$ cat config.mk
export PLATFORM = sky130hd
export DESIGN_NAME = axi_grid_router
export DESIGN_NICKNAME = d
export VERILOG_FILES = /design/src/rtl/axi_grid_router.sv
export SDC_FILE = /design/constraint.sdc
export NUM_CORES = 2
export LEC_CHECK = 0
export ABC_AREA = 1
export BUFFER_PORTS_ARGS = -buffer_cell sky130_fd_sc_hd__buf_2
export CORE_MARGIN = 4
export CORE_UTILIZATION = 25
export CTS_CLUSTER_SIZE = 14
export DETAILED_ROUTE_END_ITERATION = 8
export PLACE_DENSITY = 0.39
export SLEW_MARGIN = 5
export SYNTH_ARGS = -nofsm -noshare
export SYNTH_HDL_FRONTEND = slang
export SYNTH_SLANG_ARGS = --single-unit
$ cat constraint.sdc
create_clock -name clk_i -period 6.5 [get_ports clk_i]
set_input_delay 0.65 -clock clk_i [delete_from_list [all_inputs] [get_ports clk_i]]
set_output_delay 0.65 -clock clk_i [all_outputs]
set_load 0.02 [all_outputs]
$ cat src/rtl/axi_grid_router.sv
// Five-port wormhole router for one torus node: per-input FIFOs, XY shortest-path routing
// with wrap-around, and per-output round-robin arbitration with packet-level locking.
module axi_grid_router #(
  parameter int unsigned NUM_ROW    = 3,
  parameter int unsigned NUM_COL    = 3,
  parameter int unsigned NODE_H     = 0,
  parameter int unsigned NODE_V     = 0,
  parameter int unsigned DATA_W     = 64,
  parameter int unsigned FIFO_DEPTH = 4,
  localparam int unsigned HW   = (NUM_ROW > 1) ? $clog2(NUM_ROW) : 1,
  localparam int unsigned VW   = (NUM_COL > 1) ? $clog2(NUM_COL) : 1,
  localparam int unsigned ID_W = HW + VW
) (
  input  logic                   clk_i,
  input  logic                   arst_i,
  input  logic [4:0]             in_valid_i,
  output logic [4:0]             in_ready_o,
  input  logic [4:0][ID_W-1:0]   in_dst_i,
  input  logic [4:0]             in_last_i,
  input  logic [4:0][DATA_W-1:0] in_data_i,
  output logic [4:0]             out_valid_o,
  input  logic [4:0]             out_ready_i,
  output logic [4:0][ID_W-1:0]   out_dst_o,
  output logic [4:0]             out_last_o,
  output logic [4:0][DATA_W-1:0] out_data_o,
  output logic                   err_o
);

  localparam int unsigned NP = 5;
  localparam int unsigned PW = $clog2(FIFO_DEPTH);
  localparam int unsigned CW = $clog2(FIFO_DEPTH + 1);
  localparam int unsigned EW = ID_W + 1 + DATA_W;

  localparam logic [HW:0] RowN    = (HW+1)'(NUM_ROW);
  localparam logic [HW:0] RowHalf = (HW+1)'(NUM_ROW / 2);
  localparam logic [HW:0] NodeH   = (HW+1)'(NODE_H);
  localparam logic [VW:0] ColN    = (VW+1)'(NUM_COL);
  localparam logic [VW:0] ColHalf = (VW+1)'(NUM_COL / 2);
  localparam logic [VW:0] NodeV   = (VW+1)'(NODE_V);

  typedef logic [2:0] port_t;
  typedef enum logic {StIdle, StLocked} arb_st_e;

  function automatic logic dst_bad_f(input logic [ID_W-1:0] dst);
    return ({1'b0, dst[ID_W-1:VW]} >= RowN) || ({1'b0, dst[VW-1:0]} >= ColN);
  endfunction

  // Output index: 0 local, 1 east, 2 west, 3 north, 4 south; ties go east/south.
  function automatic port_t route_f(input logic [ID_W-1:0] dst);
    logic [HW:0] h, dh;
    logic [VW:0] v, dv;
    port_t       r;
    h  = {1'b0, dst[ID_W-1:VW]};
    v  = {1'b0, dst[VW-1:0]};
    dh = (h >= NodeH) ? h - NodeH : h + RowN - NodeH;
    dv = (v >= NodeV) ? v - NodeV : v + ColN - NodeV;
    if (dst_bad_f(dst))  r = 3'd0;
    else if (dv != '0)   r = (dv <= ColHalf) ? 3'd1 : 3'd2;
    else if (dh != '0)   r = (dh <= RowHalf) ? 3'd4 : 3'd3;
    else                 r = 3'd0;
    return r;
  endfunction

  logic [EW-1:0]            mem_q [NP][FIFO_DEPTH];
  logic [PW-1:0]            wptr_q [NP];
  logic [PW-1:0]            rptr_q [NP];
  logic [CW-1:0]            cnt_q [NP];
  logic [NP-1:0]            push, pop, empty, full, midpkt_q, in_pkt_q;
  port_t                    route_q [NP];
  port_t                    cur_route [NP];
  logic [NP-1:0][ID_W-1:0]  head_dst;
  logic [NP-1:0]            head_last;
  logic [NP-1:0][DATA_W-1:0] head_data;
  logic                     err_q, err_d;

  arb_st_e       state_q [NP];
  arb_st_e       state_d [NP];
  port_t         lock_src_q [NP], lock_src_d [NP];
  port_t         rr_q [NP], rr_d [NP];
  port_t         hold_src_q [NP], hold_src_d [NP];
  port_t         gnt [NP];
  logic [NP-1:0] hold_q, hold_d, vld, xfer;
  logic [NP-1:0] req [NP];

  always_comb begin
    for (int i = 0; i < NP; i++) begin
      empty[i]      = (cnt_q[i] == '0);
      full[i]       = (cnt_q[i] == CW'(FIFO_DEPTH));
      in_ready_o[i] = ~full[i] & ~arst_i;
      push[i]       = in_valid_i[i] & in_ready_o[i];
      {head_dst[i], head_last[i], head_data[i]} = mem_q[i][rptr_q[i]];
      cur_route[i]  = midpkt_q[i] ? route_q[i] : route_f(head_dst[i]);
    end
  end

  // Range errors are flagged when a head flit enters, so body flits never re-raise them.
  always_comb begin
    err_d = err_q;
    for (int i = 0; i < NP; i++) begin
      if (push[i] && !in_pkt_q[i] && dst_bad_f(in_dst_i[i])) err_d = 1'b1;
    end
  end
  assign err_o = err_q;

  always_ff @(posedge clk_i) begin
    for (int i = 0; i < NP; i++) begin
      if (push[i]) mem_q[i][wptr_q[i]] <= {in_dst_i[i], in_last_i[i], in_data_i[i]};
    end
  end

  always_ff @(posedge clk_i or posedge arst_i) begin
    if (arst_i) begin
      for (int i = 0; i < NP; i++) begin
        wptr_q[i]  <= '0;
        rptr_q[i]  <= '0;
        cnt_q[i]   <= '0;
        route_q[i] <= '0;
      end
      midpkt_q <= '0;
      in_pkt_q <= '0;
      err_q    <= 1'b0;
    end else begin
      for (int i = 0; i < NP; i++) begin
        if (push[i]) begin
          wptr_q[i]   <= wptr_q[i] + PW'(1);
          in_pkt_q[i] <= ~in_last_i[i];
        end
        if (pop[i]) begin
          rptr_q[i]   <= rptr_q[i] + PW'(1);
          midpkt_q[i] <= ~head_last[i];
          route_q[i]  <= cur_route[i];
        end
        if (push[i] && !pop[i])      cnt_q[i] <= cnt_q[i] + CW'(1);
        else if (pop[i] && !push[i]) cnt_q[i] <= cnt_q[i] - CW'(1);
      end
      err_q <= err_d;
    end
  end

  always_ff @(posedge clk_i or posedge arst_i) begin
    if (arst_i) begin
      for (int o = 0; o < NP; o++) begin
        state_q[o]    <= StIdle;
        lock_src_q[o] <= '0;
        rr_q[o]       <= '0;
        hold_src_q[o] <= '0;
      end
      hold_q <= '0;
    end else begin
      for (int o = 0; o < NP; o++) begin
        state_q[o]    <= state_d[o];
        lock_src_q[o] <= lock_src_d[o];
        rr_q[o]       <= rr_d[o];
        hold_src_q[o] <= hold_src_d[o];
      end
      hold_q <= hold_d;
    end
  end

  // Grant: locked source, else a frozen grant while stalled, else round-robin from rr_q.
  always_comb begin
    logic       found;
    logic [3:0] sum;
    port_t      idx;
    found = 1'b0;
    sum   = '0;
    idx   = '0;
    for (int o = 0; o < NP; o++) begin
      for (int i = 0; i < NP; i++) req[o][i] = ~empty[i] & (cur_route[i] == port_t'(o));
    end
    for (int o = 0; o < NP; o++) begin
      gnt[o] = '0;
      found  = 1'b0;
      if (state_q[o] == StLocked) begin
        gnt[o] = lock_src_q[o];
      end else if (hold_q[o]) begin
        gnt[o] = hold_src_q[o];
      end else begin
        for (int k = 0; k < NP; k++) begin
          sum = {1'b0, rr_q[o]} + 4'(k);
          if (sum >= 4'(NP)) sum = sum - 4'(NP);
          idx = sum[2:0];
          if (!found && req[o][idx]) begin
            gnt[o] = idx;
            found  = 1'b1;
          end
        end
      end
      vld[o]         = req[o][gnt[o]];
      xfer[o]        = vld[o] & out_ready_i[o];
      out_valid_o[o] = vld[o];
      out_dst_o[o]   = vld[o] ? head_dst[gnt[o]] : '0;
      out_last_o[o]  = vld[o] & head_last[gnt[o]];
      out_data_o[o]  = vld[o] ? head_data[gnt[o]] : '0;
    end
  end

  always_comb begin
    pop = '0;
    for (int o = 0; o < NP; o++) begin
      state_d[o]    = state_q[o];
      lock_src_d[o] = lock_src_q[o];
      rr_d[o]       = rr_q[o];
      hold_d[o]     = vld[o] & ~out_ready_i[o];
      hold_src_d[o] = gnt[o];
      if (xfer[o]) begin
        pop[gnt[o]]   = 1'b1;
        lock_src_d[o] = gnt[o];
        state_d[o]    = head_last[gnt[o]] ? StIdle : StLocked;
        if (state_q[o] == StIdle) rr_d[o] = (gnt[o] == 3'd4) ? 3'd0 : gnt[o] + 3'd1;
      end
    end
  end

endmodule

==> run summary <==
The run finished with clean final reports. The via count of the routed design was 72800. The TritonCTS buffer count is 184, and the number of buffers on the longest clock path is 4.

The number of nets handed over by synthesis was 8558. After legalization and detailed placement, the total HPWL measured 319000 microns. At the pin with the least slew margin, the transition time is 1.45 ns. For the full die area, the log shows 0.323 sq mm.

The clock reaches the later pin of the worst-skew pair after 0.89 ns. The placement row count came out at 205. At the worst endpoint, the arrival time is 5.71 ns. In this run the number of H-tree levels came out at 4.

After the first detailed-routing iteration, the DRC count stood at 8307. STA puts the critical path data required time at 5.85 ns. Once detail routing completed, the nets flagged for antenna violations numbered 0. Measured along the y axis, the die boundary spans 568 microns. The run gives 8116 as the instance count of the mapped netlist. The total number of clock tree sinks came out at 1496. The tools report the worst flop-to-flop path endpoint as cnt_q[14]. Of the synthesized area, sequential elements account for 56.5%. Summed over all instances, the cell type with the most area after synthesis is sky130_fd_sc_hd__edfxtp_1. The mean area per synthesized cell was 9.68 sq um; the portion of the clock cycle consumed by the worst path in the final layout was 97.8%. Including well taps, the total number of placed cells is 12800. Number of failing hold endpoints at the final stage: 0. The first TritonRoute pass finished after 6 iterations. After synthesis, the cell types taking the most area are sky130_fd_sc_hd__edfxtp_1, sky130_fd_sc_hd__o21ai_0, sky130_fd_sc_hd__nand2_1, sky130_fd_sc_hd__nor2_1, sky130_fd_sc_hd__or2_2.

Summing every instance area after synthesis gives 0.0785 sq mm. During placement, the flow inserted port buffers numbering 712. Setup repair after global routing could not meet its margin everywhere.

Counting stages on the worst path, the most repeated cell is sky130_fd_sc_hd__nand2_1. The run gives 135 as the maximum number of pins on one net before global-route repair. The total of warnings raised by yosys is 0, and the number of nets in the final layout is 9741.

The proportion of netlist area held by the largest area contributor was 52.8%; the final cell count without fillers was 13700. sky130_fd_sc_hd__edfxtp_1 is the most common cell in the netlist. For this run, the slowest stage of the critical path takes 0.56 ns.

TritonCTS built the clock tree. The synthesized flop and latch total came out at 1496. Once the floorplan was initialized, standard cells occupied 25.1% of the core. The tree is rooted in a sky130_fd_sc_hd__clkbuf_16. Routability-driven placement finished with a final weighted congestion of 0.934. In this run the worst path has a maximum fanout of 20. The tools report the sort of element at the end of the critical path as a primary output. The run gives 0 as the final max-slew violation count. The buffering stage count on the worst path with inverters included was 6. The worst setup path category was reg2out. Most used flip-flop cell after synthesis: sky130_fd_sc_hd__edfxtp_1. For the number of antenna violations at the first check in global routing, the log shows 165. The worst setup path is launched from a register.

In the final layout, the share of cells above drive strength 1 is 26.4%. The count of different cell masters after synthesis is 55, and the slack of the worst reg-to-reg path is 0.76 ns. Across the run, the number of max-cap violations was 0. Synthesis-to-finish area growth: 29.3%. The critical path starts at rptr_q[6]. The number of flops mapped to enable cells by yosys is 1380, and the clock transition at the registers of the reported paths is 0.06 ns. For the global routing usage summed across all routing layers, the log shows 26.1%.

The minimum period implied by the final worst setup slack is 6.36 ns. The cell count of the worst reg-to-reg path works out to 40. For the via count of the first global-routing pass, the log shows 66700. The type of the worst min-delay path is in2reg. The overall overflow remaining after global route is 0, and the number of primary I/O pins is 713.

For this run, design rule violations remaining after detail routing come to 0. Headroom to the max-slew limit came out at 3.65%. In this run the number of cells on the critical path is 31. Sorting the synthesized cells by how often they occur yields sky130_fd_sc_hd__edfxtp_1, sky130_fd_sc_hd__nand2_1, sky130_fd_sc_hd__o21ai_0.

The number of stages on the worst hold path is 1. The critical path ends at out_data_o[225]. Setup violations remaining at the end of the flow were counted as 0. Cell type group with the largest total delay on the critical path: simple AND/OR/NAND/NOR gates. Proportion of register bits with asynchronous set or reset after synthesis: 7.75%. Global-route wire length before repair: 590000 microns. The slowest stage of the critical path is the sky130_fd_sc_hd__dfrtp_4 cell.

The tools report the startpoint of the worst register-to-register path as rptr_q[2]. Cells fill 32.5% of the core in the end. Clock skew on the completed layout was measured at 0.0718 ns. For this block, the routed nets add up to 452000 microns of wire. The run gives 0.312 sq mm as the core outline area. The die is 568 microns wide. The highest achievable clock rate is 157 MHz, and the count of fill cells added during filler insertion is 32100.

Dividing the detail-routed via count by the number of cells gives 5.33. Dividing the detail-routed wire length by the instance count gives 33.1 microns.
[flip-flops by register name, summed over array words and instances, names as in the netlist, 10 cells and up]
name / cells
route_q: 15
mem_q: 1380
hold_src_q: 15
rptr_q: 10
lock_src_q: 15
rr_q: 15
cnt_q: 15
wptr_q: 10
[cells in the final DEF (no fill, tap or decap), types with 338 or more instances in the layout]
cell	netlist	final
sky130_fd_sc_hd__inv_1	374	365
sky130_fd_sc_hd__edfxtp_1	1380	1380
sky130_fd_sc_hd__a21oi_1	510	499
sky130_fd_sc_hd__o21ai_0	986	954
sky130_fd_sc_hd__or2_2	503	503
sky130_fd_sc_hd__nand3_1	394	370
sky130_fd_sc_hd__buf_2	103	711
sky130_fd_sc_hd__nor2_1	885	814
sky130_fd_sc_hd__nand2_1	1156	1130
sky130_fd_sc_hd__buf_4	17	402
sky130_fd_sc_hd__dlygate4sd3_1	0	338
[logic make-up after synthesis]
family                     count (synthesis)  share of synthesized area [%]
muxes                                      1                         0.0127
buffers and inverters                   1000                           5.21
xor gates and xnor gates                  51                          0.569
and+or+nand+nor                         3209                           18.6
DFF                                     1496                           56.5
adders and majority gates                 85                           1.45
AOI/OAI and AO/OA                       2274                           17.7
[how the worst min path moves through the flow]
stage	from	endpoint	slack (ns)
after floorplan	lock_src_q[3]	lock_src_q[3]	0.44
after global placement	lock_src_q[10]	lock_src_q[10]	0.46
after detailed placement	route_q[8]	route_q[8]	0.46
after CTS	in_dst_i[7]	mem_q[0][344]	0.0009
after global routing	in_last_i[3]	mem_q[0][1099]	0.04
final	in_last_i[3]	mem_q[0][1099]	0.05
[layout make-up]
type                            count  area (sq um)  share of cell area (%)
Tap cell                         4140          5180                    5.10
Sequential cell                  1496         44400                    43.7
Clock buffer                      232          4920                    4.85
Timing Repair Buffer             1558         12100                    11.9
Antenna cell                       69           173                   0.170
Multi-Input combinational cell   5623         32000                    31.6
Timing Repair inverter              3          23.8                  0.0234
Inverter                          433          1860                    1.84
Clock inverter                     97           828                   0.816
[metrics by stage]
stage	cell area (sq um)	worst slack (ns)	setup TNS [ns]	hold WS (ns)
global placement	89100	0.100	0	0.461
finish	102000	0.141	0	0.0487
global route	101000	-0.0510	-0.550	0.0392
CTS	99400	-0.0176	-0.0651	0.000930
floorplan	78500	1.74	0	0.442
detailed placement	89100	0.116	0	0.463
[layer usage]
layer | track usage, % | vias to the layer above | routed length [microns]
met1 | 32.6 | 36400 | 177000
li1 | - | 31500 | -
met3 | 5.20 | 954 | 38000
met4 | 16.3 | 70 | 34000
met2 | 41.5 | 3883 | 203000
met5 | 0 | - | 447
[what timing repair did]
| item | CTS | global route |
|---|---|---|
| cloned | 5 | 17 |
| buffers inserted | 15 | 75 |
| hold endpoints to repair | 1340 | 0 |
| setup endpoints to repair | 344 | 345 |
| resized for setup | 210 | 253 |
| hold buffers | 338 | 0 |
| pin swaps | 14 | 51 |
[worst register-to-register path, delay by kind of cell, from the launching register on]
kind | cells | cell delay (ns)
AO/OA/AOI/OAI | 2 | 0.26
XOR/XNOR | 1 | 0.14
adder cells (fa/ha/maj) | 2 | 0.50
buffers and inverters | 9 | 1.24
AND/OR/NAND/NOR | 26 | 2.92
flip-flops | 1 | 0.53
Power is left out: the tool's default activity adds up to more than one toggle a clock period on the data nets, which glitch-free logic cannot reach.
